$ cat config.mk
export PLATFORM = sky130hd
export DESIGN_NAME = mem_bus_if
export DESIGN_NICKNAME = d
export VERILOG_FILES = /design/src/rtl/mem_bus_if.sv
export SDC_FILE = /design/constraint.sdc
export NUM_CORES = 1
export LEC_CHECK = 0
export ABC_AREA = 1
export BUFFER_PORTS_ARGS = -buffer_cell sky130_fd_sc_hd__buf_2
export CAP_MARGIN = 20
export CELL_PAD_IN_SITES_DETAIL_PLACEMENT = 0
export CELL_PAD_IN_SITES_GLOBAL_PLACEMENT = 1
export CORE_MARGIN = 2
export CORE_UTILIZATION = 31
export DETAILED_ROUTE_END_ITERATION = 16
export PLACE_DENSITY_LB_ADDON = 0.1
export SYNTH_ARGS = -nofsm -noshare
export SYNTH_HDL_FRONTEND = slang
export SYNTH_SLANG_ARGS = --single-unit
$ cat constraint.sdc
create_clock -name clk -period 1.7 [get_ports clk]
set_input_delay 0.17 -clock clk [delete_from_list [all_inputs] [get_ports clk]]
set_output_delay 0.17 -clock clk [all_outputs]
set_load 0.02 [all_outputs]
$ cat src/rtl/mem_bus_if.sv
// rtl/mem_bus_if.sv - data-side Wishbone-classic bus master for the memory pipeline stage
module mem_bus_if #(
    parameter int ADDR_W = 32,
    parameter int DATA_W = 32
) (
    input  logic                clk,
    input  logic                rst,
    input  logic                stall_i,
    input  logic                flush_i,
    input  logic                cpu_ce_i,
    input  logic                cpu_we_i,
    input  logic [ADDR_W-1:0]   cpu_addr_i,
    input  logic [DATA_W/8-1:0] cpu_sel_i,
    input  logic [DATA_W-1:0]   cpu_data_i,
    output logic [DATA_W-1:0]   cpu_data_o,
    output logic                stall_req_o,
    output logic                wb_cyc_o,
    output logic                wb_stb_o,
    output logic                wb_we_o,
    output logic [ADDR_W-1:0]   wb_adr_o,
    output logic [DATA_W/8-1:0] wb_sel_o,
    output logic [DATA_W-1:0]   wb_dat_o,
    input  logic [DATA_W-1:0]   wb_dat_i,
    input  logic                wb_ack_i
);

    localparam int SEL_W = DATA_W / 8;

    typedef enum logic [1:0] {
        IDLE = 2'd0,
        BUSY = 2'd1,
        HOLD = 2'd2
    } state_t;

    state_t              state_q, state_d;
    logic                cyc_q, cyc_d;
    logic                we_q, we_d;
    logic [ADDR_W-1:0]   adr_q, adr_d;
    logic [SEL_W-1:0]    sel_q, sel_d;
    logic [DATA_W-1:0]   dat_q, dat_d;
    logic [DATA_W-1:0]   rd_buf_q, rd_buf_d;

    // Byte offset is dropped on the bus; lanes are chosen by sel.
    logic unused_addr_lsb;
    assign unused_addr_lsb = ^cpu_addr_i[1:0];

    always_comb begin
        state_d     = state_q;
        cyc_d       = cyc_q;
        we_d        = we_q;
        adr_d       = adr_q;
        sel_d       = sel_q;
        dat_d       = dat_q;
        rd_buf_d    = rd_buf_q;
        stall_req_o = 1'b0;
        cpu_data_o  = '0;

        case (state_q)
            IDLE: begin
                if (cpu_ce_i && !flush_i) begin
                    stall_req_o = 1'b1;
                    cyc_d       = 1'b1;
                    we_d        = cpu_we_i;
                    adr_d       = {cpu_addr_i[ADDR_W-1:2], 2'b00};
                    sel_d       = cpu_sel_i;
                    dat_d       = cpu_data_i;
                    state_d     = BUSY;
                end
            end
            BUSY: begin
                if (wb_ack_i) begin
                    // Ack wins over a same-cycle flush: the access already happened.
                    cpu_data_o = wb_dat_i;
                    if (!we_q) begin
                        rd_buf_d = wb_dat_i;
                    end
                    cyc_d   = 1'b0;
                    we_d    = 1'b0;
                    adr_d   = '0;
                    sel_d   = '0;
                    dat_d   = '0;
                    state_d = stall_i ? HOLD : IDLE;
                end else begin
                    stall_req_o = 1'b1;
                    if (flush_i) begin
                        cyc_d   = 1'b0;
                        we_d    = 1'b0;
                        adr_d   = '0;
                        sel_d   = '0;
                        dat_d   = '0;
                        state_d = IDLE;
                    end
                end
            end
            HOLD: begin
                // Keep presenting captured data so the frozen stage never reissues.
                cpu_data_o = rd_buf_q;
                if (!stall_i || flush_i) begin
                    state_d = IDLE;
                end
            end
            default: begin
                state_d = IDLE;
            end
        endcase
    end

    always_ff @(posedge clk) begin
        if (rst) begin
            state_q  <= IDLE;
            cyc_q    <= 1'b0;
            we_q     <= 1'b0;
            adr_q    <= '0;
            sel_q    <= '0;
            dat_q    <= '0;
            rd_buf_q <= '0;
        end else begin
            state_q  <= state_d;
            cyc_q    <= cyc_d;
            we_q     <= we_d;
            adr_q    <= adr_d;
            sel_q    <= sel_d;
            dat_q    <= dat_d;
            rd_buf_q <= rd_buf_d;
        end
    end

    assign wb_cyc_o = cyc_q;
    assign wb_stb_o = cyc_q;
    assign wb_we_o  = we_q;
    assign wb_adr_o = adr_q;
    assign wb_sel_o = sel_q;
    assign wb_dat_o = dat_q;

endmodule

==> results by group <==
Clock tree
  – # clock sinks: about 100
  – Root Buffer: clkbuf_16
  – Clk Latency, worst-skew pair: around 350 ps
  – Clock Tree Buf Depth: 2
  – Num CTS Buffers: 9
  – CTS Hold Buffers Added: 0
  – Htree depth: 3
  – Reg clk slew, reported paths: roughly 70 ps
  – CTS tree: yes

GRT
  – Largest net degree at the start of global routing: a little over 70
  – Vias in the first global route: 4665
  – First-pass GRT wire length: around 23000 um
  – GRT Total Usage: approximately 18%
  – Congestion Overflow GR: 0
  – Initial antenna violation count: 1

Min path
  – Hold Startpoint: cpu_data_i[24]
  – Hold Crit Class: in2reg

Layout
  – Final nets: ~1000
  – Layout Area Growth over Synthesis: 48.9%
  – Post-route cell area: roughly 7000 um2
  – Core Util, Final: 46.7%
  – Layout cells sized above 1: between 30% and 40%
  – Register area: 2050 um2
  – Area used by multi-input combinational logic: between 2000 and 2500 um2
  – Fillers: between 1500 and 2000
  – Most frequent cells in the layout: buf_2 (173), nor2_1 (165), nand2_1 (153)
  – Finished Layout Cells: between 1000 and 1500
  – Most common cell after layout, fill and taps aside: buf_2

Logic synthesis
  – Seq cells post-synth: 102
  – Post-synthesis sequential area ratio: a little over two fifths
  – Cell count after synthesis: 727
  – Syn_area_per_cell: ~6.5 um2
  – Synth unique cells: 21
  – Yosys warns: 0
  – Post-synthesis cell area: approximately 4700 um2

Die
  – Die Wd: approximately 130 um
  – IO Count: 211
  – Die area: 16200 um2
  – Initial core utilization: between 30% and 40%
  – # rows: 45
  – Core ar.: approximately 15000 um2
  – Die H: around 130 um

Drt
  – Via density: roughly 4.5
  – 1st-iter DRT viols: approximately 300
  – First-pass iteration count of the detailed router: 4
  – Post-Route WL: 14800 um
  – Vias: a little over 5000
  – Residual DRC: 0
  – Wirelength per Cell: between 10 and 15 um
  – Antenna Violating Nets Remaining: 0

Timing
  – Clock skew: between 8 and 9 ps
  – Post-route clock period utilization: 105%
  – Endpoints failing setup: 32
  – Slew Viols, Final: 0
  – Unrepaired setup endpoints after global routing: true
  – Minimum clock period after layout: around 1800 ps
  – Final Hold Fails: 0
  – Final Hold Slack: 54.1 ps
  – Final setup margin: -82.0 ps
  – F_max: 0.561 GHz

Setup path
  – Start of the worst register-to-register path: state_q[0]
  – Worst Setup End Kind: output pin
  – Crit path arrival time: ~1600 ps
  – Crit path cell chain: buf_6 -> ha_4 -> nand2_4 -> clkinv_8 -> clkbuf_16 -> nand2_4 -> a21oi_2 -> buf_4
  – Critical Path RT: ~1500 ps
  – Critical Path Start Type: register
  – Crit Path Class: reg2out
  – Slowest CP cell: dfxtp_4
  – Crit path max fanout: 6
  – CP dominant cell by count: nand2_4
  – Setup crit start: state_q[0]
  – Slowest Stage Delay on Critical Path: roughly 360 ps

Placement
  – IO Port Bufs: approximately 200
  – Cell total after placement: 1096
  – Hpwl dp: roughly 9600 um
  – Routability cong.: 0.791
  – Placement Cell Area: 5960 um2

Job
  – Max cap viols: 0

Pwr
  – Worst vdd ir: between 700 and 800 uV
  – Pwr dens: 1800 nW/um2
  – Static Leak: 3.47 nW
  – Total power draw: between 10 and 15 mW

Run status
  – Status: finished, violations left
  – Failing checks: negative setup slack
==> worst paths after layout <==
| path | end | slack, ps | cells after the start |
|---|---|---|---|
| hold / removal | wb_dat_o[24] | 50 | 3 |
| setup reg to reg | wb_dat_o[21] | 130 | 9 |
| hold reg to reg | rd_buf_q[9] | 460 | 2 |
| setup / recovery | cpu_data_o[7] | -80 | 8 |
==> synth_stat cells <==
| master | count | share of area, % |
|---|---|---|
| buf_6 | 4 | 0.96 |
| nand3_1 | 4 | 0.42 |
| a21oi_1 | 85 | 9.0 |
| ha_1 | 6 | 1.6 |
| nor2_4 | 1 | 0.24 |
| o21ai_0 | 40 | 4.2 |
| nand2_1 | 181 | 14 |
| clkbuf_1 | 16 | 1.3 |
| o21ai_1 | 7 | 0.74 |
| buf_4 | 6 | 0.96 |
| inv_1 | 79 | 6.3 |
| buf_2 | 22 | 2.3 |
| nand2_2 | 1 | 0.13 |
| nand2_4 | 1 | 0.24 |
| nor2_1 | 166 | 13 |
| dfxtp_1 | 102 | 43 |
| inv_4 | 1 | 0.13 |
| inv_2 | 2 | 0.16 |
| nand4_1 | 1 | 0.13 |
| conb_1 | 1 | 0.080 |
| o22ai_1 | 1 | 0.13 |
==> layout make-up <==
type                       count  share of cell area (%)
multi-input combinational    496                    35.4
antenna                        1                  0.0356
sequential                   102                    29.2
tap                          188                    3.35
clock inverter                 3                   0.606
timing repair buffer         239                    22.9
inverter                      82                    4.81
clock buffer                  13                    3.71
==> per-stage QoR <==
stage                     setup slack (ps)  setup TNS (ps)
final                                -82.0           -1880
after global routing                  -159           -4010
after CTS                             -126           -3460
after detailed placement              -135           -4750
after global placement               -44.3            -532
after floorplan                       70.1               0
==> timing repair <==
item | in CTS | in global routing
buffers inserted | 8 | 0
cloned | 3 | 3
hold endpoints to repair | 0 | 0
gates resized for setup | 74 | 102
pin swaps | 5 | 21
endpoints found under the setup margin | 65 | 95
==> power breakdown <==
group          switching (mW)  leakage, nW  internal (mW)  total, mW
registers               0.388        0.837           3.19       3.58
clock network           0.904        0.146           1.22       2.13
logic                    4.28         2.49           2.62       6.90
total                    5.57         3.47           7.03       12.6
==> state kept, by name, indices dropped and copies added, names as in the netlist <==
| signal | cells |
|---|---|
| rd_buf_q | 32 |
| state_q | 2 |
| wb_cyc_o | 1 |
| wb_sel_o | 4 |
| wb_adr_o | 30 |
| wb_we_o | 1 |
| wb_dat_o | 32 |
==> routing by layer <==
layer  vias up  wire, um  global-route usage, %
met3        16      1010                   4.27
met5         -         0                      0
met1      2268      6310                   21.9
li1       2619         -                      -
met4         0       218                   7.56
met2       148      7280                   29.0
==> cell families after synthesis <==
| kind of cell | after synthesis | share of synthesized area (%) |
|---|---|---|
| adders and majority gates | 6 | 1.59 |
| and+or+nand+nor | 355 | 28.8 |
| AOI/OAI and AO/OA | 133 | 14.1 |
| DFF | 102 | 43.3 |
| other | 1 | 0.0795 |
| buffers and inverters | 130 | 12.1 |
==> worst max-delay path: cells and delay by family (launching register included) <==
kind	cells	cell delay (ps)
AND/OR/NAND/NOR	2	110
adder cells (fa/ha/maj)	1	140
buffers and inverters	4	500
AO/OA/AOI/OAI	1	140
flip-flops	1	360
Note: power is estimated with default switching activity, not from simulation.
